--- config.mk ---
export PLATFORM = sky130hd
export DESIGN_NAME = op_select_ctrl_flat
export DESIGN_NICKNAME = d
export VERILOG_FILES = /design/src/rtl/op_select_ctrl_if.sv /design/src/rtl/op_select_ctrl.sv /design/src/flat_wrapper.sv
export SDC_FILE = /design/constraint.sdc
export NUM_CORES = 1
export LEC_CHECK = 0
export CAP_MARGIN = 30
export CORE_MARGIN = 2
export CORE_UTILIZATION = 41
export DETAILED_ROUTE_END_ITERATION = 8
export PLACE_DENSITY_LB_ADDON = 0.2
export SYNTH_ARGS = -nofsm -noshare
export SYNTH_HDL_FRONTEND = slang
export SYNTH_SLANG_ARGS = --single-unit
--- constraint.sdc ---
create_clock -name clk -period 1.55 [get_ports clk]
set_input_delay 0.3875 -clock clk [delete_from_list [all_inputs] [get_ports clk]]
set_output_delay 0.3875 -clock clk [all_outputs]
set_load 0.05 [all_outputs]
--- src/rtl/op_select_ctrl_if.sv ---
// Handshake and mux bus between op_select_ctrl and its requester/consumer.
// The slave modport is the controller's view of the bus.
interface op_select_ctrl_if;
    logic       start;
    logic [2:0] opcode;
    logic [7:0] mux_out;
    logic       ack;
    logic [2:0] sel;
    logic [7:0] result;
    logic       result_valid;
    logic       busy;
    logic [7:0] op_count;

    modport slave (
        input  start, opcode, mux_out, ack,
        output sel, result, result_valid, busy, op_count
    );

    modport master (
        output start, opcode, mux_out, ack,
        input  sel, result, result_valid, busy, op_count
    );
endinterface

--- src/rtl/op_select_ctrl.sv ---
// Drives the select of a downstream 8:1 operation mux, waits SETTLE cycles for the
// mux output to settle, captures it and holds it until the consumer acknowledges.
module op_select_ctrl #(
    parameter int unsigned SETTLE = 2  // legal range 1..15
) (
    input logic               clk,
    input logic               rst_n,
    op_select_ctrl_if.slave   bus
);

    typedef enum logic [1:0] {StIdle, StSettle, StHold} state_e;

    localparam logic [3:0] LastCnt = 4'(SETTLE - 1);

    state_e     state_q, state_d;
    logic [2:0] sel_q, sel_d;
    logic [7:0] result_q, result_d;
    logic       valid_q, valid_d;
    logic [7:0] count_q, count_d;
    logic [3:0] cnt_q, cnt_d;

    always_ff @(posedge clk or negedge rst_n) begin
        if (!rst_n) begin
            state_q  <= StIdle;
            sel_q    <= 3'd0;
            result_q <= 8'h00;
            valid_q  <= 1'b0;
            count_q  <= 8'd0;
            cnt_q    <= 4'd0;
        end else begin
            state_q  <= state_d;
            sel_q    <= sel_d;
            result_q <= result_d;
            valid_q  <= valid_d;
            count_q  <= count_d;
            cnt_q    <= cnt_d;
        end
    end

    always_comb begin
        state_d  = state_q;
        sel_d    = sel_q;
        result_d = result_q;
        valid_d  = valid_q;
        count_d  = count_q;
        cnt_d    = cnt_q;
        case (state_q)
            StIdle: begin
                if (bus.start) begin
                    sel_d   = bus.opcode;
                    cnt_d   = 4'd0;
                    state_d = StSettle;
                end
            end
            StSettle: begin
                // start, opcode and ack are deliberately not looked at here
                if (cnt_q == LastCnt) begin
                    result_d = bus.mux_out;
                    valid_d  = 1'b1;
                    count_d  = count_q + 8'd1;
                    state_d  = StHold;
                end else begin
                    cnt_d = cnt_q + 4'd1;
                end
            end
            StHold: begin
                if (bus.ack) begin
                    valid_d = 1'b0;
                    if (bus.start) begin
                        sel_d   = bus.opcode;
                        cnt_d   = 4'd0;
                        state_d = StSettle;
                    end else begin
                        state_d = StIdle;
                    end
                end
            end
            default: state_d = StIdle;
        endcase
    end

    assign bus.sel          = sel_q;
    assign bus.result       = result_q;
    assign bus.result_valid = valid_q;
    assign bus.op_count     = count_q;
    assign bus.busy         = (state_q != StIdle);

endmodule

--- src/flat_wrapper.sv ---
// flat-port wrapper written by rule: the top's interface ports become plain ports
module op_select_ctrl_flat 
#(
    parameter int unsigned SETTLE = 2                      
)
  (clk, rst_n, bus_start, bus_opcode, bus_mux_out, bus_ack, bus_sel, bus_result, bus_result_valid, bus_busy, bus_op_count);
  op_select_ctrl_if bus_i ();
  input logic clk;
  input logic rst_n;
  input wire logic [$bits(bus_i.start)-1:0] bus_start;
  input wire logic [$bits(bus_i.opcode)-1:0] bus_opcode;
  input wire logic [$bits(bus_i.mux_out)-1:0] bus_mux_out;
  input wire logic [$bits(bus_i.ack)-1:0] bus_ack;
  output wire logic [$bits(bus_i.sel)-1:0] bus_sel;
  output wire logic [$bits(bus_i.result)-1:0] bus_result;
  output wire logic [$bits(bus_i.result_valid)-1:0] bus_result_valid;
  output wire logic [$bits(bus_i.busy)-1:0] bus_busy;
  output wire logic [$bits(bus_i.op_count)-1:0] bus_op_count;
  assign bus_i.start = bus_start;
  assign bus_i.opcode = bus_opcode;
  assign bus_i.mux_out = bus_mux_out;
  assign bus_i.ack = bus_ack;
  assign bus_sel = bus_i.sel;
  assign bus_result = bus_i.result;
  assign bus_result_valid = bus_i.result_valid;
  assign bus_busy = bus_i.busy;
  assign bus_op_count = bus_i.op_count;
  op_select_ctrl #(.SETTLE(SETTLE)) u_core (.clk(clk), .rst_n(rst_n), .bus(bus_i));
endmodule
==> results of run 1 <==
[metal layers]
layer / part of all wire / global-route usage / up-vias
met2: 0.50 / 0.305 / 50
met1: 0.40 / 0.221 / 481
li1: - / - / 430
met3: 0.083 / 0.0536 / 11
met5: 0 / 0 / -
met4: 0.024 / 0.0698 / 0
[critical path, cell delays in order (launching register included)]
cell and delay, ns:
dfrtp_2 0.43, buf_4 0.17, nor2b_4 0.30, nand2_4 0.12, buf_12 0.16, mux2_4 0.29
[area by class of cell]
class | instances | area share
timing repair buffer | 49 | 0.341
sequential | 26 | 0.318
multi-input combinational | 61 | 0.298
tap | 31 | 0.0189
clock buffer | 4 | 0.0176
inverter | 4 | 0.00730
[Yosys cell counts (2+ instances only)]
library cell / count / area [µm²]
nor2_1: 2 / 7.51
mux2_4: 8 / 120
nand4_1: 2 / 12.5
nand2_1: 5 / 18.8
o21ai_0: 2 / 10.0
a21oi_1: 3 / 15.0
xnor2_1: 5 / 43.8
dfrtp_1: 26 / 651
mux2_2: 4 / 45.0
ha_1: 3 / 37.5
o22ai_1: 2 / 12.5
inv_1: 4 / 15.0
nand3_1: 4 / 20.0
nand2b_1: 4 / 25.0
and3_1: 2 / 12.5
xor2_1: 3 / 26.3
nor4_1: 3 / 18.8
[repair_timing]
action	CTS	global route
endpoints found under the setup margin	12	18
buffers inserted	5	2
resized for setup	12	13
pin swaps	1	3
gates cloned	1	0
[sequential cells by signal (all words and copies together), names as in the netlist]
signal and flops:
u_core.bus.sel 3, u_core.bus.result 8, u_core.bus.op_count 8, u_core.cnt_q 4, u_core.state_q 2, u_core.bus.result_valid 1
[per-stage QoR]
step	setup slack (ns)	cells	TNS, ns	total power, mW
floorplan	0.000754	92	0	2.91
global placement	-0.139	164	-0.740	4.28
detailed placement	-0.171	164	-1.14	4.35
CTS	0.0113	174	0	4.98
global route	-0.0770	175	-0.658	5.41
finish	-0.0143	175	-0.0809	5.18
[logic make-up after synthesis]
kind of cell	after synthesis
multiplexers	13
adder cells (fa/ha/maj)	3
AND/OR/NAND/NOR	28
flip-flops	26
buffers and inverters	5
XOR/XNOR	8
AO/OA/AOI/OAI	9
[power groups by stage]
| stage | Combinational (mW) | Clock, mW | Sequential (mW) |
|---|---|---|---|
| after global routing | 3.62 | 0.382 | 1.41 |
| after detailed placement | 2.97 | 0 | 1.38 |
| after global placement | 2.91 | 0 | 1.36 |
| after CTS | 3.27 | 0.350 | 1.36 |
| final | 3.48 | 0.340 | 1.36 |
| after floorplan | 0.912 | 0 | 2.00 |
[final timing paths]
kind / startpoint / to / slack (ns) / cells past startpoint
max in group asynchronous: rst_n / u_core.state_q[1] / 0.87 / 2
max reg2reg: u_core.state_q[1] / u_core.bus.result[6] / -0.01 / 5
min in group clk: u_core.bus.op_count[7] / u_core.bus.op_count[7] / 0.54 / 1
max: u_core.state_q[1] / u_core.bus.result[6] / -0.01 / 5
min: rst_n / u_core.bus.op_count[7] / 0.41 / 2
min reg2reg: u_core.bus.op_count[7] / u_core.bus.op_count[7] / 0.54 / 1
==> impl_metrics.env, run 1 <==
export IMPL_num_antenna_cells=0
export IMPL_numCtsBuffers=3
export IMPL_violations="setup timing"
export IMPL_status="complete, but fails checks"
export IMPL_synthAdderAreaFrac=0.0315
export IMPL_hold_viol_final=0
export IMPL_wire_per_inst_um=16.4
export IMPL_ys_ff_latch=26
export IMPL_synth_seq_area_share=0.547
export IMPL_power_density_mw_per_mm2=2520
export IMPL_drtIter0Drc=21
export IMPL_maxCapViolations=0
export IMPL_ant_nets=0
export IMPL_synth_edff_count=0
export IMPL_synth_xor_area_frac=0.0589
export IMPL_regArea_um2=653
export IMPL_core_rowCount=19
export IMPL_rsz0062_at_grt="yes"
export IMPL_synth_cell_type_count=27
export IMPL_drc=0
export IMPL_nets=163
export IMPL_num_vias=972
export IMPL_nFillCells=183
export IMPL_clkPwrFrac=0.066
export IMPL_clockBufferDepth=2
export IMPL_required_ns=1.77
export IMPL_io_buffers=35
export IMPL_final_common_cell="dfrtp_1"
export IMPL_path_clk_slew_ns=0.14
export IMPL_drt_total_wl_um=2870
export IMPL_yosysWarningCount=0
export IMPL_clock_fmax_mhz=639
export IMPL_final_max_slew_viol_count=0
export IMPL_final_cell_mix="dfrtp_1, buf_12, clkdlybuf4s50_1"
export IMPL_synthMuxAreaShare=0.147
export IMPL_drtPass1Iterations=5
export IMPL_crit_type="flip-flop to flip-flop"
export IMPL_clockRootBuffer="clkbuf_4"
export IMPL_p_int_mw=2.96
export IMPL_grt_pass1_wl_um=4690
export IMPL_cts_tree="done"
export IMPL_hold_ws_ns=0.414
export IMPL_synth_top_family_by_area="simple AND/OR/NAND/NOR gates"
export IMPL_synth_fp_nets=110
export IMPL_startpoint_type="flip-flop"
export IMPL_fin_area_mm2=0.00206
export IMPL_drive_above_1_share=0.479
export IMPL_cp_max_fo=7
export IMPL_ys_flop_type="dfrtp_1"
export IMPL_async_flop_share=1.00
export IMPL_io_pins=36
export IMPL_power_switching_mw=2.22
export IMPL_core_mm2=0.00276
export IMPL_leakagePower_nw=0.925
export IMPL_ir_drop_mv=2.01
export IMPL_syn_area_mm2=0.00119
export IMPL_swShare=0.428
export IMPL_chipWidth_um=57.9
export IMPL_crit_path_end_kind="flip-flop"
export IMPL_syn_avg_cell_area_um2=12.9
export IMPL_p_comb_frac=0.672
export IMPL_grt_pass1_vias=1009
export IMPL_dpl_cell_area_mm2=0.00183
export IMPL_gp_congestion=0.698
export IMPL_finalSetupViolations=8
export IMPL_htreeDepth=1
export IMPL_start_util=0.431
export IMPL_synth_compound_area_frac=0.0452
export IMPL_avgViaCountPerCell=5.55
export IMPL_min_period_over_period=1.01
export IMPL_grt_total_usage=0.182
export IMPL_antenna_found_initial=0
export IMPL_timing_final_ws_setup_ns=-0.0143
export IMPL_overflow=0
export IMPL_tightest_slew_ns=0.319
export IMPL_yosys_area_share_simple=0.151
export IMPL_grt_max_degree=27
export IMPL_cts_hold_buf=0
export IMPL_dieArea_mm2=0.00335
export IMPL_syn2layout_area_growth_pct=72.9
export IMPL_power_frac_seq=0.263
export IMPL_synthCells=92
export IMPL_critPathArrivalTime_ns=1.79
export IMPL_multi_input_area_um2=613
export IMPL_numClockSinks=26
export IMPL_dp_hpwl_um=1930
export IMPL_slew_headroom=0.785
export IMPL_period_needed_ns=1.56
export IMPL_worstSkewPairLatency_ns=0.32
export IMPL_hold_path_class="primary input to asynchronous set/reset pin"
export IMPL_finClkSkew_ns=0.00134
export IMPL_final_util=0.746
export IMPL_die_y_um=57.9
Power figures use the tool's default switching activity.
==> run 2, diff against run 1 <==
- TNS_END_PERCENT: default -> 20
==> impl_metrics.env, run 2 (same netlist as run 1, synthesis figures left out) <==
export IMPL_antenna_found_initial=0
export IMPL_numCtsBuffers=3
export IMPL_clockBufferDepth=2
export IMPL_clockRootBuffer="clkbuf_4"
export IMPL_period_needed_ns=1.54
export IMPL_post_place_cells=164
export IMPL_finalNonFillerCells=172
export IMPL_hold_path_class="primary input to asynchronous set/reset pin"
export IMPL_power_switching_mw=2.06
export IMPL_gp_congestion=0.698
export IMPL_cp_max_fo=11
export IMPL_status="complete, no violations"
export IMPL_drtIter0Drc=18
export IMPL_numClockSinks=26
export IMPL_crit_type="flip-flop to flip-flop"
export IMPL_final_cell_mix="dfrtp_1, buf_12, clkdlybuf4s50_1"
export IMPL_ir_drop_mv=1.75
export IMPL_clkPwrFrac=0.069
export IMPL_rsz0062_at_grt="yes"
export IMPL_finalSetupViolations=0
export IMPL_final_max_slew_viol_count=0
export IMPL_clock_fmax_mhz=651
export IMPL_power_frac_seq=0.280
export IMPL_hold_ws_ns=0.423
export IMPL_drtPass1Iterations=4
export IMPL_drive_above_1_share=0.433
export IMPL_die_y_um=57.9
export IMPL_max_stage_delay_ns=0.42
export IMPL_grt_max_degree=27
export IMPL_critPathSlowestCell="dfrtp_1"
export IMPL_startpoint_type="flip-flop"
export IMPL_dp_hpwl_um=1930
export IMPL_drc=0
export IMPL_tightest_slew_ns=0.385
export IMPL_nets=160
export IMPL_path_cells="inv_2 -> ha_4 -> nor3b_4 -> nand2_2 -> buf_12 -> mux2_4"
export IMPL_ant_nets=0
export IMPL_chipWidth_um=57.9
export IMPL_path_clk_slew_ns=0.14
export IMPL_num_antenna_cells=0
export IMPL_swShare=0.425
export IMPL_grt_total_usage=0.171
export IMPL_required_ns=1.76
export IMPL_p_comb_frac=0.651
export IMPL_finClkSkew_ns=0.00594
export IMPL_maxCapViolations=0
export IMPL_leakagePower_nw=0.884
export IMPL_min_period_over_period=0.991
export IMPL_critPathArrivalTime_ns=1.75
export IMPL_crit_family="flip-flops"
export IMPL_p_int_mw=2.79
export IMPL_io_pins=36
export IMPL_core_rowCount=19
export IMPL_core_mm2=0.00276
export IMPL_final_common_cell="dfrtp_1"
export IMPL_dieArea_mm2=0.00335
export IMPL_grt_pass1_wl_um=4420
export IMPL_cts_tree="done"
export IMPL_hold_viol_final=0
export IMPL_start_util=0.431
export IMPL_wire_per_inst_um=15.0
export IMPL_path_buf_inv=2
export IMPL_worstSkewPairLatency_ns=0.31
export IMPL_io_buffers=35
export IMPL_htreeDepth=1
export IMPL_power_density_mw_per_mm2=2480
export IMPL_overflow=0
export IMPL_avgViaCountPerCell=5.34
export IMPL_crit_cells=6
export IMPL_crit_path_end_kind="flip-flop"
export IMPL_syn2layout_area_growth_pct=64.2
export IMPL_num_vias=919
export IMPL_cts_hold_buf=0
export IMPL_slew_headroom=0.743
export IMPL_drt_total_wl_um=2570
export IMPL_r2r_cells=6
export IMPL_grt_pass1_vias=994
[run 2: through the flow]
stage / cell area, µm² / setup TNS, ns / power, mW / utilization / setup slack [ns]
global route: 1950 / -0.495 / 5.10 / 0.709 / -0.0694
CTS: 1930 / 0 / 4.83 / 0.699 / 0.0145
floorplan: 1190 / 0 / 2.91 / - / 0.000754
detailed placement: 1830 / -1.14 / 4.35 / 0.665 / -0.171
global placement: 1830 / -0.740 / 4.28 / 0.665 / -0.139
finish: 1950 / 0 / 4.85 / 0.709 / 0.0144
[run 2: worst paths after layout]
kind | from | end | slack, ns
hold / removal | rst_n | u_core.state_q[1] | 0.42
hold reg to reg | u_core.bus.op_count[7] | u_core.bus.op_count[7] | 0.54
min in group clk | u_core.bus.op_count[7] | u_core.bus.op_count[7] | 0.54
setup / recovery | u_core.cnt_q[1] | u_core.bus.result[2] | 0.01
setup reg to reg | u_core.cnt_q[1] | u_core.bus.result[2] | 0.01
max in group asynchronous | rst_n | u_core.state_q[0] | 0.86
[run 2: timing repair]
action	in CTS	in global routing
setup endpoints to repair	12	16
endpoints found under the hold margin	0	0
setup buffers	3	1
resized for setup	10	4
pin swaps	1	2
[run 2: area by class of cell]
cell class	instances	area, µm²
clock buffers	4	36.3
fillers	197	803
inverters	4	15.0
multi-input cells	61	561
flip-flops and latches	26	653
well taps	31	38.8
repair buffers	46	651
[run 2: per-layer routing]
metal	wire length [µm]	global-route usage
met5	0	0
met3	182	0.0536
met4	31	0.0532
met2	1290	0.282
met1	1070	0.214
[run 2: worst reg2reg max path, stage by stage, from the launching register on]
cell and delay, ns:
dfrtp_1 0.42, inv_2 0.08, ha_4 0.13, nor3b_4 0.25, nand2_2 0.10, buf_12 0.16, mux2_4 0.29
[run 2: power groups by stage]
| stage | Combinational (mW) | Clock, mW | Sequential (mW) |
|---|---|---|---|
| 2_1_floorplan | 0.912 | 0 | 2.00 |
| 3_3_place_gp | 2.91 | 0 | 1.36 |
| 3_5_place_dp | 2.97 | 0 | 1.38 |
| 4_1_cts | 3.12 | 0.350 | 1.36 |
| 5_1_grt | 3.31 | 0.385 | 1.40 |
| 6_report | 3.16 | 0.335 | 1.36 |
==> run 3, diff against run 2 <==
- ABC_AREA: default -> 1
- CORE_UTILIZATION: 41 -> 42
- CTS_CLUSTER_DIAMETER: default -> 30
- SETUP_SLACK_MARGIN: default -> 0.3
==> impl_metrics.env, run 3 <==
export IMPL_cts_tree="done"
export IMPL_gr_usage_met3=0.0402
export IMPL_hold_viol_final=0
export IMPL_path_clk_slew_ns=0.14
export IMPL_gp_congestion=0.690
export IMPL_yosysWarningCount=0
export IMPL_tightest_slew_ns=0.343
export IMPL_leakagePower_nw=0.991
export IMPL_ys_flop_type="dfrtp_1"
export IMPL_ys_ff_latch=26
export IMPL_htreeDepth=1
export IMPL_drt_total_wl_um=2960
export IMPL_status="complete, no violations"
export IMPL_num_vias=1131
export IMPL_async_flop_share=1.00
export IMPL_drtIter0Drc=28
export IMPL_drtPass1Iterations=4
export IMPL_top_usage_layer="met2"
export IMPL_critPathSlowestCell="dfrtp_1"
export IMPL_grt_pass1_wl_um=5160
export IMPL_ir_drop_mv=1.74
export IMPL_synth_edff_count=0
export IMPL_crit_type="flip-flop to primary output"
export IMPL_path_buf_inv=2
export IMPL_grt_total_usage=0.201
export IMPL_syn_avg_cell_area_um2=8.46
export IMPL_numCtsBuffers=3
export IMPL_avgViaCountPerCell=4.79
export IMPL_path_cells="inv_2 -> nand2_2 -> buf_12"
export IMPL_maxCapViolations=0
export IMPL_pre_cts_ws_ns=0.0446
export IMPL_grt_max_degree=27
export IMPL_synthTopCellsByCount="nand2_1, dfrtp_1, inv_1"
export IMPL_synth_cell_type_count=21
export IMPL_ant_nets=0
export IMPL_nets=224
export IMPL_use_met2=0.334
export IMPL_worstSkewPairLatency_ns=0.32
export IMPL_timing_final_ws_setup_ns=0.140
export IMPL_drc=0
export IMPL_finalSetupViolations=0
export IMPL_synth_area_leader_cell="dfrtp_1"
export IMPL_num_antenna_cells=0
export IMPL_cts_hold_buf=0
export IMPL_antenna_found_initial=0
export IMPL_period_needed_ns=1.41
export IMPL_dp_hpwl_um=1900
export IMPL_required_ns=1.16
export IMPL_finClkSkew_ns=0.00287
export IMPL_syn_area_mm2=0.00123
export IMPL_overflow=0
export IMPL_crit_path_end_kind="primary output"
export IMPL_dieArea_mm2=0.00337
export IMPL_slew_headroom=0.771
export IMPL_synth_seq_area_share=0.531
export IMPL_chipWidth_um=58.0
export IMPL_clock_fmax_mhz=709
export IMPL_critPathArrivalTime_ns=1.02
export IMPL_grt_pass1_vias=1151
export IMPL_synthCells=145
export IMPL_synth_fp_nets=163
export IMPL_power_total_mw=4.30
export IMPL_min_period_over_period=0.910
export IMPL_power_density_mw_per_mm2=2080
export IMPL_rsz0062_at_grt="yes"
export IMPL_cp_max_fo=2
export IMPL_startpoint_type="flip-flop"
export IMPL_final_common_cell="nand2_1"
export IMPL_core_rowCount=19
export IMPL_die_y_um=58.0
export IMPL_start_util=0.445
export IMPL_yosys_area_top_type_share=0.531
export IMPL_crit_family="flip-flops"
export IMPL_io_pins=36
export IMPL_numClockSinks=26
export IMPL_hold_path_class="primary input to asynchronous set/reset pin"
export IMPL_core_mm2=0.00276
export IMPL_max_stage_delay_ns=0.41
export IMPL_clockRootBuffer="clkbuf_4"
export IMPL_io_buffers=35
export IMPL_syn2layout_area_growth_pct=68.6
export IMPL_grt_util_met1=0.263
export IMPL_synthTopCellsByArea="dfrtp_1, nand2_1, nand3_1"
export IMPL_final_max_slew_viol_count=0
export IMPL_final_cell_mix="nand2_1, buf_12, buf_4"
export IMPL_clockBufferDepth=2
export IMPL_drive_above_1_share=0.346
export IMPL_wire_per_inst_um=12.5
export IMPL_fin_tns_setup_ns=0
export IMPL_yosysMostFrequentCell="nand2_1"
run 3: kinds of logic after synthesis:
family                   after synthesis  share of synthesized area
AND/OR/NAND/NOR                       85                      0.308
AO/OA/AOI/OAI                         11                     0.0469
adder cells (fa/ha/maj)                3                     0.0306
flip-flops                            26                      0.531
buffers and inverters                 17                     0.0622
XOR/XNOR                               3                     0.0214
run 3: power by group:
part	total (mW)	internal (mW)	leakage (nW)	switching, mW
sequential	1.22	0.943	0.318	0.273
clock	0.306	0.101	0.0150	0.205
combinational	2.78	1.33	0.657	1.45
total	4.30	2.37	0.991	1.93
run 3: final timing paths:
kind                            depth (start not counted)  slack, ns                 endpoint              start
worst min register to register                          2       0.55  u_core.bus.result_valid  u_core.state_q[0]
worst max-delay path                                    3       0.14                 bus_busy  u_core.state_q[1]
worst max register to register                          8       0.20   u_core.bus.op_count[2]  u_core.state_q[0]
max in group asynchronous                               2       0.86   u_core.bus.op_count[0]              rst_n
worst min-delay path                                    2       0.42        u_core.state_q[0]              rst_n
min in group clk                                        2       0.55  u_core.bus.result_valid  u_core.state_q[0]
run 3: area by class of cell:
| class | instances | area [µm²] |
|---|---|---|
| Fill cell | 200 | 691 |
| Inverter | 14 | 52.6 |
| Timing Repair Buffer | 59 | 762 |
| Tap cell | 31 | 38.8 |
| Multi-Input combinational cell | 102 | 527 |
| Clock buffer | 4 | 26.3 |
| Sequential cell | 26 | 661 |
run 3: per-stage QoR:
stage	utilization	cells	instance area, µm²	hold WS, ns
2_1_floorplan	-	145	1230	0.0919
3_3_place_gp	0.663	211	1830	0.517
3_5_place_dp	0.663	211	1830	0.522
4_1_cts	0.718	229	1980	0.417
5_1_grt	0.750	236	2070	0.425
6_report	0.750	236	2070	0.419
run 3: layer usage:
metal,routed length [µm],up-vias
li1,-,565
met1,1210,531
met2,1570,31
met3,141,4
met4,35,0
met5,0,-
run 3: what timing repair did:
item | CTS | global route
pin swaps | 2 | 3
endpoints found under the setup margin | 41 | 42
gates resized for setup | 6 | 12
cloned | 0 | 1
buffers inserted | 14 | 6
